`config.mk`:
```
export PLATFORM = sky130hd
export DESIGN_NAME = seg7_scan_mux
export DESIGN_NICKNAME = d
export VERILOG_FILES = /design/src/rtl/seg7_scan_mux.sv
export SDC_FILE = /design/constraint.sdc
export NUM_CORES = 1
export LEC_CHECK = 0
export CAP_MARGIN = 20
export CORE_AREA = 2 2 111 113
export DETAILED_ROUTE_END_ITERATION = 10
export DIE_AREA = 0 0 113 115
export GPL_ROUTABILITY_DRIVEN = 0
export PLACE_DENSITY = 0.68
export SETUP_SLACK_MARGIN = 0.2
export SLEW_MARGIN = 20
export SYNTH_ARGS = -nofsm -noshare
export SYNTH_HDL_FRONTEND = slang
export SYNTH_SLANG_ARGS = --single-unit
```
`constraint.sdc`:
```
create_clock -name CLK -period 2 [get_ports CLK]
set_clock_uncertainty 0.1 [all_clocks]
set_input_delay 0.4 -clock CLK [delete_from_list [all_inputs] [get_ports CLK]]
set_output_delay 0.4 -clock CLK [all_outputs]
set_load 0.01 [all_outputs]
```
`src/rtl/seg7_scan_mux.sv`:
```
// seg7_scan_mux: time-multiplexed 7-segment driver with guard blank,
// 4-bit PWM brightness, leading-zero blanking and per-frame snapshotting.
//
// state | meaning
// ------+-----------------------------------------------------------
// IDLE  | display dark, prescaler/subslot/digit counters held at zero
// RUN   | scanning digits; snapshot reloaded at every frame start
module seg7_scan_mux #(
  parameter int NUM_DIGITS     = 7,
  parameter int SUBSLOT_CYCLES = 64,
  parameter bit SEG_ACTIVE_LOW = 1'b1,
  parameter bit DIG_ACTIVE_LOW = 1'b1
) (
  input  logic       CLK,
  input  logic       RST,
  input  logic       ENABLE,
  input  logic [7:0] DIG0,
  input  logic [7:0] DIG1,
  input  logic [7:0] DIG2,
  input  logic [7:0] DIG3,
  input  logic [7:0] DIG4,
  input  logic [7:0] DIG5,
  input  logic [7:0] DIG6,
  input  logic [3:0] BRIGHTNESS,
  input  logic       BLANK_LZ,
  output logic [7:0] SEG,
  output logic [6:0] DIGIT_SEL,
  output logic [2:0] CUR_DIGIT,
  output logic       FRAME_DONE
);

  localparam int          PW    = $clog2(SUBSLOT_CYCLES);
  localparam logic [PW-1:0] P_MAX = PW'(SUBSLOT_CYCLES - 1);
  localparam logic [2:0]  D_MAX = 3'(NUM_DIGITS - 1);
  localparam logic [7:0]  SEG_OFF = {8{SEG_ACTIVE_LOW}};
  localparam logic [6:0]  DIG_OFF = {7{DIG_ACTIVE_LOW}};

  typedef enum logic {
    ST_IDLE = 1'b0,
    ST_RUN  = 1'b1
  } state_t;

  state_t          state_q, state_d;
  logic [PW-1:0]   p_q, p_d;
  logic [3:0]      s_q, s_d;
  logic [2:0]      d_q, d_d;
  logic [3:0]      bri_q;
  logic [6:0][7:0] snap_q;
  logic [6:0][7:0] dig_in;

  logic            load_frame;
  logic            load_slot;
  logic            frame_wrap;
  logic            lit;
  logic            run_active;
  logic [6:0]      blank;
  logic            lz_run;
  logic [7:0]      pat;
  logic [7:0]      seg_on;
  logic [6:0]      sel_on;

  assign dig_in = {DIG6, DIG5, DIG4, DIG3, DIG2, DIG1, DIG0};

  // State and scan counter registers.
  always_ff @(posedge CLK) begin
    if (RST) begin
      state_q <= ST_IDLE;
      p_q     <= '0;
      s_q     <= '0;
      d_q     <= '0;
    end else begin
      state_q <= state_d;
      p_q     <= p_d;
      s_q     <= s_d;
      d_q     <= d_d;
    end
  end

  // Next-state and counter sequencing; flags mark slot and frame boundaries.
  always_comb begin
    state_d    = state_q;
    p_d        = p_q;
    s_d        = s_q;
    d_d        = d_q;
    load_frame = 1'b0;
    load_slot  = 1'b0;
    frame_wrap = 1'b0;
    case (state_q)
      ST_IDLE: begin
        p_d = '0;
        s_d = '0;
        d_d = '0;
        if (ENABLE) begin
          state_d    = ST_RUN;
          load_frame = 1'b1;
          load_slot  = 1'b1;
        end
      end
      ST_RUN: begin
        if (!ENABLE) begin
          state_d = ST_IDLE;
          p_d     = '0;
          s_d     = '0;
          d_d     = '0;
        end else if (p_q == P_MAX) begin
          p_d = '0;
          if (s_q == 4'd15) begin
            s_d       = '0;
            load_slot = 1'b1;
            if (d_q == D_MAX) begin
              d_d        = '0;
              load_frame = 1'b1;
              frame_wrap = 1'b1;
            end else begin
              d_d = d_q + 3'd1;
            end
          end else begin
            s_d = s_q + 4'd1;
          end
        end else begin
          p_d = p_q + PW'(1);
        end
      end
      default: state_d = ST_IDLE;
    endcase
  end

  // Frame snapshot of the digit patterns and slot-start brightness latch.
  always_ff @(posedge CLK) begin
    if (RST) begin
      snap_q <= '0;
      bri_q  <= '0;
    end else begin
      if (load_frame) begin
        for (int k = 0; k < 7; k++) begin
          snap_q[k] <= (k < NUM_DIGITS) ? dig_in[k] : 8'h00;
        end
      end
      if (load_slot) begin
        bri_q <= BRIGHTNESS;
      end
    end
  end

  // Leading-zero chain: walks down from the top digit while digits read "0".
  always_comb begin
    blank  = '0;
    lz_run = BLANK_LZ;
    for (int k = 6; k >= 1; k--) begin
      if (k <= NUM_DIGITS - 1) begin
        lz_run   = lz_run && (snap_q[k][7:1] == 7'b1111110);
        blank[k] = lz_run;
      end
    end
  end

  // Lit decision and logical (active-high) segment/select values.
  always_comb begin
    run_active = (state_q == ST_RUN) && ENABLE;
    lit        = run_active && (s_q != 4'd0) && (s_q <= bri_q);
    pat        = snap_q[d_q];
    seg_on     = '0;
    sel_on     = '0;
    if (lit) begin
      if (blank[d_q]) begin
        // Blanked digit keeps only its decimal point; fully dark otherwise.
        seg_on = {7'b0, pat[0]};
        sel_on = pat[0] ? (7'b1 << d_q) : 7'b0;
      end else begin
        seg_on = pat;
        sel_on = 7'b1 << d_q;
      end
    end
  end

  // Output registers; polarity inversion happens only here.
  always_ff @(posedge CLK) begin
    if (RST) begin
      SEG        <= SEG_OFF;
      DIGIT_SEL  <= DIG_OFF;
      CUR_DIGIT  <= '0;
      FRAME_DONE <= 1'b0;
    end else begin
      SEG        <= seg_on ^ SEG_OFF;
      DIGIT_SEL  <= sel_on ^ DIG_OFF;
      CUR_DIGIT  <= run_active ? d_q : 3'd0;
      FRAME_DONE <= frame_wrap;
    end
  end

endmodule

```
==> results_dict.tcl <==
set metrics [dict create \
    mappedNetlistArea_mm2 0.004064 \
    crit_type "reg2reg" \
    synth_edf_count 0 \
    power_per_cell_area_mw_per_mm2 728.4 \
    violations "design-rule violations" \
    rows 40 \
    synth_warnings 0 \
    via_count 3323 \
    die_h_um 115 \
    clockBufferDepth 2 \
    vias_per_cell 4.989 \
    synth_top_area_share_pct 45.81 \
    critical_path_required_ns 2.13 \
    initial_core_util_pct 34.41 \
    drv_cap 0 \
    cp-startpoint "bri_q[2]$_SDFFE_PP0P_" \
    power_leakage_nw 2.447 \
    antenna_found_initial 0 \
    ys_seq_area_share_pct 45.81 \
    grt_overflow 0 \
    drt_first_iter_violations 207 \
    cp_max_fo 7 \
    htreeDepth 3 \
    synthCells 401 \
    crit_path_end "SEG[5]$_SDFF_PP1_" \
    dpl_cell_area_mm2 0.005155 \
    synthTopCellsByArea "dfxtp_1, mux2i_1, nor2_1, mux4_2, ha_1" \
    post-route-min-period_ns 1.973 \
    synth.avg_cell_area_um2 10.13 \
    status "complete, but fails checks" \
    drive_gt1_share_pct 19.46 \
    hpwl_um 7507 \
    dp.cells 629 \
    cts_inserted_buffers 9 \
    wirelength_um 10840 \
    grt_pass1_vias 3361 \
    synth_area_leader_cell "dfxtp_1" \
    fmax_mhz 506.8 \
    finalHoldViolCount 0 \
    critPathLaunchType "flip-flop" \
    core_area_mm2 0.01181 \
    cp_cell_sequence "inv_2 > ha_4 > o21a_1 > o21a_1 > a211o_1 > o22a_4 > a211o_1" \
    clk_latency_ns 0.34 \
    path_clk_slew_ns 0.06 \
    first_pass_iters 7 \
    antenna_cells 0 \
    antenna_left 0 \
    dieArea_mm2 0.01300 \
    syn-num-nets 473 \
    tightest_slew_ns 0.6135 \
    cp_slowest_cell "dfxtp_2" \
    cpPeakStageDelay_ns 0.34 \
    wl_per_cell_um 16.28 \
    cp-end-kind "flip-flop" \
    rsz0062_at_grt "true" \
    synth_flop_cell "dfxtp_1" \
    setup_violations 0 \
    worstRegToRegCells 7 \
    fill_cells 1070 \
    cts_tree "done" \
    timing.slew.headroom_pct 59.10 \
    r2r_slack_ns 0.03 \
    grt_max_degree 62 \
    die_w_um 113 \
    cts_root_buf "clkbuf_16" \
    pin_count 83 \
    async_reset_ff_share_pct 0 \
    cts_hold_buf 0 \
    area_growth_pct 45.29 \
    clock_sinks 93 \
    hp-class "reg2reg" \
    maxSlewViolCount 0 \
    r2r_end "SEG[5]$_SDFF_PP1_" \
    fin_cells 666 \
    r2r_start "bri_q[2]$_SDFFE_PP0P_" \
    cp.arrival_ns 2.10 \
    drc 3 \
    portBuffers 82 \
    grt_first_pass_wirelength_um 16820 \
    synth_commonest_cells "dfxtp_1, nor2_1, mux2i_1" \
    synth.most_common_cell "dfxtp_1" \
    ys_types 45 \
    ys_ff_latch 93 \
    setup_tns_ns 0 \
    period_share_pct 98.66 \
    holdWs_ns 0.4051 \
    utilization_pct 49.99 \
    vdd.ir_drop.worst_mv 0.3995 \
    fin_area_mm2 0.005904 \
    grtUsageTotal_pct 16.74 \
    fin_nets 587 \
]
-- cell families (layout without fill, tap and decap cells) --
kind of cell / count (synthesis) / after routing / share of synthesized area, %
AO/OA/AOI/OAI: 42 / 42 / 7.174
XOR/XNOR: 6 / 6 / 1.293
adder cells (fa/ha/maj): 8 / 8 / 2.463
buffers and inverters: 32 / 150 / 4.310
flip-flops: 93 / 93 / 45.81
multiplexers: 78 / 78 / 21.67
AND/OR/NAND/NOR: 142 / 142 / 17.27
-- layout by cell type, fill, tap and decap left out, drive strengths merged, types with 4 or more instances in the layout --
| master | count |
|---|---|
| nor2 | 86 |
| mux2i | 70 |
| o21ai | 4 |
| mux4 | 8 |
| a211o | 10 |
| dfxtp | 93 |
| clkbuf | 11 |
| nand3 | 8 |
| inv | 11 |
| a21oi | 16 |
| buf | 43 |
| nand2 | 11 |
| clkdlybuf4s50 | 79 |
| ha | 8 |
| and3 | 5 |
| nand4 | 9 |
-- layout make-up --
class / count / area [µm²] / area share, %
repair buffers: 126 / 1343 / 22.74
inverters: 9 / 33.78 / 0.5722
multi-input cells: 276 / 2147 / 36.36
well taps: 147 / 183.9 / 3.115
clock buffers: 9 / 225.2 / 3.814
flip-flops and latches: 93 / 1878 / 31.81
clock inverters: 6 / 93.84 / 1.589
-- per-stage QoR --
stage | worst slack (ns) | power [mW]
final | 0.02678 | 4.301
after global routing | -0.03487 | 4.459
after CTS | -0.02377 | 4.308
after detailed placement | -0.2917 | 2.425
after global placement | -0.2111 | 2.412
after floorplan | 0.08455 | 2.232
-- metal layers --
| layer | share of wire (%) | GRT usage [%] |
|---|---|---|
| met3 | 4.1 | 3.954 |
| met5 | 0 | 0 |
| met1 | 42 | 19.66 |
| met2 | 51 | 29.42 |
| met4 | 2.5 | 7.073 |
-- how the worst min path moves through the flow --
stage	startpoint	endpoint	slack, ns	cells after the start
floorplan	p_q[0]$_SDFF_PP0_	p_q[0]$_SDFF_PP0_	0.32	1
global placement	p_q[0]$_SDFF_PP0_	p_q[0]$_SDFF_PP0_	0.33	1
detailed placement	p_q[0]$_SDFF_PP0_	p_q[0]$_SDFF_PP0_	0.34	1
CTS	bri_q[3]$_SDFFE_PP0P_	bri_q[3]$_SDFFE_PP0P_	0.41	2
global route	p_q[0]$_SDFF_PP0_	p_q[0]$_SDFF_PP0_	0.44	2
finish	bri_q[1]$_SDFFE_PP0P_	bri_q[1]$_SDFFE_PP0P_	0.41	2
-- report_power, final --
part | total (mW) | switching (mW) | internal (mW)
combinational | 0.483 | 0.185 | 0.299
sequential | 1.99 | 0.0624 | 1.92
clock | 1.83 | 0.732 | 1.10
total | 4.30 | 0.979 | 3.32
-- worst max-delay path: cells and delay by family, from the launching register on --
family | cells | cell delay, ns
DFF | 1 | 0.34
buffers and inverters | 1 | 0.04
adders and majority gates | 1 | 0.20
AOI/OAI and AO/OA | 5 | 1.18
-- registers in the layout, summed over array words and instances, names as in the netlist, 3 cells and up --
name       count
s_q            4
SEG            8
d_q            3
CUR_DIGIT      3
p_q            6
bri_q          4
DIGIT_SEL      7
snap_q        56
-- what timing repair did --
| action | CTS | global route |
|---|---|---|
| resized for setup | 30 | 23 |
| gates cloned | 3 | 2 |
| hold endpoints to repair | 0 | 0 |
| endpoints found under the setup margin | 74 | 73 |
| pin swaps | 16 | 14 |
| buffers inserted | 14 | 3 |
No activity file was read; power rests on OpenSTA's default activity.
